$ cat src/rtl/uart_rx.sv
// UART receiver: 8N1-style framing with a configurable bit period and data
// width. The line is synchronised, a falling edge starts a frame, each bit is
// sampled at mid-period, and the stop bit decides between a data pulse and a
// framing-error pulse.
module uart_rx #(
  parameter int BPS_MAX = 5208,
  parameter int BIT_MAX = 8
) (
  input  logic               clk,
  input  logic               rst,
  input  logic               rx,
  output logic [BIT_MAX-1:0] rx_data,
  output logic               rx_valid,
  output logic               rx_err,
  output logic               rx_busy
);

  localparam int CNT_W = (BPS_MAX > 1) ? $clog2(BPS_MAX) : 1;
  localparam int BIT_W = (BIT_MAX > 1) ? $clog2(BIT_MAX) : 1;
  localparam logic [CNT_W-1:0] SAMPLE_PT = CNT_W'(BPS_MAX / 2);
  localparam logic [CNT_W-1:0] BIT_END   = CNT_W'(BPS_MAX - 1);
  localparam logic [BIT_W-1:0] LAST_BIT  = BIT_W'(BIT_MAX - 1);

  typedef enum logic [1:0] {
    IDLE  = 2'd0,
    START = 2'd1,
    DATA  = 2'd2,
    STOP  = 2'd3
  } state_t;

  state_t             r_state;
  state_t             w_state_next;
  logic               r_rx_s1;
  logic               r_rx_s2;
  logic               r_rx_s3;
  logic [1:0]         r_sync_fill;
  logic [CNT_W-1:0]   r_bps_cnt;
  logic [BIT_W-1:0]   r_bit_cnt;
  logic [BIT_MAX-1:0] r_shift;
  logic               w_sync_ready;
  logic               w_start_edge;
  logic               w_sample;
  logic               w_bit_end;
  logic               w_stop_good;
  logic               w_stop_bad;

  // The synchroniser flops are preset high, so right after reset s3 still
  // holds the preset value while s2 already carries the real line. Edges are
  // only trusted once three real samples have passed through (r_sync_fill),
  // which stops a line held low across reset release from looking like a
  // start bit.
  assign w_sync_ready = (r_sync_fill == 2'd3);
  assign w_start_edge = w_sync_ready & ~r_rx_s2 & r_rx_s3;
  assign w_sample     = (r_bps_cnt == SAMPLE_PT);
  assign w_bit_end    = (r_bps_cnt == BIT_END);
  assign w_stop_good  = (r_state == STOP) & w_sample & r_rx_s2;
  assign w_stop_bad   = (r_state == STOP) & w_sample & ~r_rx_s2;
  assign rx_busy      = (r_state != IDLE);

  // Two-flop synchroniser plus one delayed copy for falling-edge detection.
  always_ff @(posedge clk or negedge rst) begin
    if (!rst) begin
      r_rx_s1     <= 1'b1;
      r_rx_s2     <= 1'b1;
      r_rx_s3     <= 1'b1;
      r_sync_fill <= 2'd0;
    end else begin
      r_rx_s1 <= rx;
      r_rx_s2 <= r_rx_s1;
      r_rx_s3 <= r_rx_s2;
      if (!w_sync_ready) begin
        r_sync_fill <= r_sync_fill + 2'd1;
      end
    end
  end

  // State register.
  always_ff @(posedge clk or negedge rst) begin
    if (!rst) begin
      r_state <= IDLE;
    end else begin
      r_state <= w_state_next;
    end
  end

  // Next-state logic; STOP returns to IDLE at its sample point so a
  // back-to-back start bit is not missed.
  always_comb begin
    w_state_next = r_state;
    case (r_state)
      IDLE: begin
        if (w_start_edge) begin
          w_state_next = START;
        end
      end
      START: begin
        if (w_sample && r_rx_s2) begin
          w_state_next = IDLE;
        end else if (w_bit_end) begin
          w_state_next = DATA;
        end
      end
      DATA: begin
        if (w_bit_end && (r_bit_cnt == LAST_BIT)) begin
          w_state_next = STOP;
        end
      end
      STOP: begin
        if (w_sample) begin
          w_state_next = IDLE;
        end
      end
      default: w_state_next = IDLE;
    endcase
  end

  // Bit-period counter: parked at zero in IDLE, restarted at every bit end.
  always_ff @(posedge clk or negedge rst) begin
    if (!rst) begin
      r_bps_cnt <= '0;
    end else if ((r_state == IDLE) || (w_state_next == IDLE) || w_bit_end) begin
      r_bps_cnt <= '0;
    end else begin
      r_bps_cnt <= r_bps_cnt + CNT_W'(1);
    end
  end

  // Data-bit counter, live only while in DATA.
  always_ff @(posedge clk or negedge rst) begin
    if (!rst) begin
      r_bit_cnt <= '0;
    end else if (r_state != DATA) begin
      r_bit_cnt <= '0;
    end else if (w_bit_end) begin
      r_bit_cnt <= (r_bit_cnt == LAST_BIT) ? '0 : r_bit_cnt + BIT_W'(1);
    end
  end

  // LSB-first shift register: each new bit enters at the top and moves down.
  always_ff @(posedge clk or negedge rst) begin
    if (!rst) begin
      r_shift <= '0;
    end else if ((r_state == DATA) && w_sample) begin
      r_shift <= {r_rx_s2, r_shift[BIT_MAX-1:1]};
    end
  end

  // Output word and one-cycle result pulses, decided by the stop-bit sample.
  always_ff @(posedge clk or negedge rst) begin
    if (!rst) begin
      rx_data  <= '0;
      rx_valid <= 1'b0;
      rx_err   <= 1'b0;
    end else begin
      rx_valid <= w_stop_good;
      rx_err   <= w_stop_bad;
      if (w_stop_good) begin
        rx_data <= r_shift;
      end
    end
  end

endmodule

$ cat config.mk
export PLATFORM = sky130hd
export DESIGN_NAME = uart_rx
export DESIGN_NICKNAME = d
export VERILOG_FILES = /design/src/rtl/uart_rx.sv
export SDC_FILE = /design/constraint.sdc
export NUM_CORES = 1
export LEC_CHECK = 0
export ABC_AREA = 0
export CAP_MARGIN = 10
export CORE_MARGIN = 2
export CORE_UTILIZATION = 45
export CTS_BUF_LIST = sky130_fd_sc_hd__clkbuf_4
export DETAILED_ROUTE_END_ITERATION = 12
export SETUP_SLACK_MARGIN = 0.02
export SLEW_MARGIN = 20
export SYNTH_ARGS = -nofsm -noshare
export SYNTH_HDL_FRONTEND = slang
export SYNTH_SLANG_ARGS = --single-unit
$ cat constraint.sdc
create_clock -name clk -period 5.5 [get_ports clk]
set_clock_uncertainty 0.1 [all_clocks]
set_input_delay 0.55 -clock clk [delete_from_list [all_inputs] [get_ports clk]]
set_output_delay 0.55 -clock clk [all_outputs]
set_load 0.02 [all_outputs]
==> metrics.csv <==
stage,metric,value,unit
status,status,finished clean,
grt,GRT met2 Usage,0.219,
clocking,CTS Buf Count,5,
clocking,Post-CTS Hold Fix Bufs,0,
yosys,synth unique cells,36,
drt,first-pass iteration count of the detailed router,4,
timing,fin. max-slew vios,0,
timing,Final Hold Vio Count,0,
drt,Routed WL,2.98,mm
timing,Fmax,404,MHz
cells_and_area,area grow syn2layout,13.4,%
setup_path,Setup CP Type,flip-flop to primary output,
yosys,ys async rst share,1.00,
clocking,CTS tree,done,
timing,Fin Hold WS,0.217,ns
placement,dpl hpwl,2.11,mm
cells_and_area,proportion of layout cells with a drive suffix above 1,0.228,
grt,initial antenna violation count,0,
grt,routing usage on met3,0.0683,
yosys,warnings from Yosys,0,
power_and_ir_drop,Final Power,0.623,mW
clocking,post-CTS setup buffer count,0,
timing,RSZ-0062 raised after global routing,no,
yosys,"top cells by area, synth","dfrtp_1 (52%), mux2_2 (10%), dfstp_2 (4.3%), xor2_1 (4.3%), ha_1 (3.4%)",
timing,Slew HR,0.422,
setup_path,crit path max fanout,11,
setup_path,CP required,4.85,ns
yosys,number of flops mapped to enable cells by yosys,0,
clocking,later-pin clock latency in the skew report,0.34,ns
yosys,sequential element share of the synthesized area,0.562,
yosys,post-synthesis area per instance,12.6,sq um
yosys,Synth Instances,145,
floorplanning,die width,67.8,um
drt,via count,1144,
setup_path,CP startpoint kind,flip-flop,
cells_and_area,Nets,169,
drt,Vias/cell,5.40,
setup_path,Setup crit end kind,primary output,
setup_path,WP data arrival,1.83,ns
grt,first-pass GRT wire length,5.00,mm
floorplanning,num rows,23,
job,MaxCap Viol Count,0,
grt,largest net degree at the start of global routing,42,
floorplanning,core area,3970,sq um
clocking,Root Buffer,clkbuf_4,
floorplanning,Initial Util,0.461,
power_and_ir_drop,Leak Pwr,0.954,nW
timing,Final min period,2.48,ns
yosys,Yosys top cell by area,dfrtp_1,
clocking,Worst-path clk slew,0.12,ns
floorplanning,Die Y-Extent,67.8,um
grt,number of global-route vias before repair,1056,
drt,Remaining DRCs,0,
timing,worst slew pin tran,0.868,ns
floorplanning,# IOs,14,
grt,global routing's busiest layer,met2,
yosys,Mapped Area,1830,sq um
drt,DRT iter0 DRCs,52,
power_and_ir_drop,pwr dens,300,nW/um^2
yosys,Synth top area share,0.519,
hold_path,HP Class,primary input to async pin,
grt,GRT overflow,0,
yosys,top_reg_cell synth,dfrtp_1,
placement,buffers added on ports,13,
clocking,H-tree depth,2,
floorplanning,Die ar.,4600,sq um
grt,met1 Use GR,0.205,
timing,fin crit share,0.450,
yosys,Post-Syn Nets,153,
drt,routed len/inst,14.0,um
clocking,clk sinks,41,
drt,DRT antenna net count,0,
clocking,maximum root-to-sink buffer count,2,
clocking,# resized after CTS,0,
power_and_ir_drop,peak supply drop,0.000160,V
timing,Final Setup Violations,0,
cells_and_area,# diodes,0,
timing,TNS Setup,0,ns
grt,Tot GR Track Use,0.153,
yosys,"flops & latches, synth",41,
placement,Placer Congestion,0.824,
-- critical path, cell delays in order (launching register included) --
cell	delay [ns]
dfrtp_1	0.52
nor2_1	0.36
inv_1	0.07
clkdlybuf4s50_1	0.54
-- Yosys cell counts, types with 2 or more instances --
master,n
a21oi_1,4
a31o_2,2
and3_1,2
and4_1,2
clkbuf_1,3
dfrtp_1,38
dfstp_2,3
ha_1,5
inv_1,4
mux2_2,17
nand2_1,6
nand3_1,7
nand4_1,3
nor2_1,12
nor3_1,2
nor3b_1,2
nor4bb_1,3
o21ai_0,2
or3_1,2
xnor2_1,2
xor2_1,9
-- stage by stage --
| step | worst slack, ns | util | area, sq um | cells |
|---|---|---|---|---|
| 2_1_floorplan | 3.30 | - | 1830 | 145 |
| 3_3_place_gp | 3.11 | 0.503 | 2000 | 204 |
| 3_5_place_dp | 3.06 | 0.503 | 2000 | 204 |
| 4_1_cts | 3.00 | 0.523 | 2080 | 212 |
| 5_1_grt | 2.83 | 0.523 | 2080 | 212 |
| 6_report | 3.02 | 0.523 | 2080 | 212 |
-- layout make-up --
class	instances	area (sq um)
fill	362	1890
sequential	41	1030
multi-input combinational	96	764
timing repair buffer	13	125
tap	50	62.6
clock buffer	6	45.0
clock inverter	2	35.0
inverter	4	15.0
-- routing by layer --
| metal | up-vias | wire (um) |
|---|---|---|
| li1 | 549 | - |
| met4 | 0 | 18 |
| met3 | 2 | 129 |
| met2 | 26 | 1370 |
| met5 | - | 0 |
| met1 | 567 | 1460 |
-- kinds of logic after synthesis --
logic type,count (synthesis),share of synthesized area
AOI/OAI and AO/OA,10,0.0342
xor gates and xnor gates,11,0.0526
adders and majority gates,5,0.0342
buffers and inverters,8,0.0205
DFF,41,0.562
muxes,18,0.110
and+or+nand+nor,52,0.186
-- layout by cell type, fill, tap and decap left out, drive strengths merged, types with 2 or more instances in the layout --
| cell type | instances |
|---|---|
| nor3 | 2 |
| clkbuf | 6 |
| and3 | 2 |
| a31o | 2 |
| nand2 | 6 |
| inv | 4 |
| nor3b | 2 |
| nand3 | 7 |
| xor2 | 9 |
| dfstp | 3 |
| nor4bb | 3 |
| nand4 | 4 |
| ha | 5 |
| a21oi | 4 |
| or3 | 2 |
| nor2 | 12 |
| xnor2 | 2 |
| clkdlybuf4s50 | 12 |
| and4 | 3 |
| dfrtp | 38 |
| mux2 | 17 |
| o21ai | 2 |
-- report_power, final --
group	internal, mW	switching, mW
sequential	0.323	0.0297
clock	0.100	0.0913
combinational	0.0345	0.0437
-- final timing paths --
path,start,endpoint,slack [ns],cells after the start
max in group asynchronous,rst,rx_data[3],4.54,1
hold reg to reg,r_rx_s1,r_rx_s2,0.26,0
min in group clk,r_rx_s1,r_rx_s2,0.26,0
setup reg to reg,r_bps_cnt[6],r_shift[3],3.04,4
setup / recovery,r_state[1],rx_busy,3.02,3
hold / removal,rst,r_bit_cnt[0],0.22,1
-- sequential cells by signal (all words and copies together), names as in the netlist --
signal	count
r_shift	8
r_bps_cnt	13
r_rx_s2	1
r_rx_s3	1
rx_err	1
r_rx_s1	1
r_bit_cnt	3
r_state	2
rx_valid	1
rx_data	8
r_sync_fill	2
Note: power is estimated with default switching activity, not from simulation.
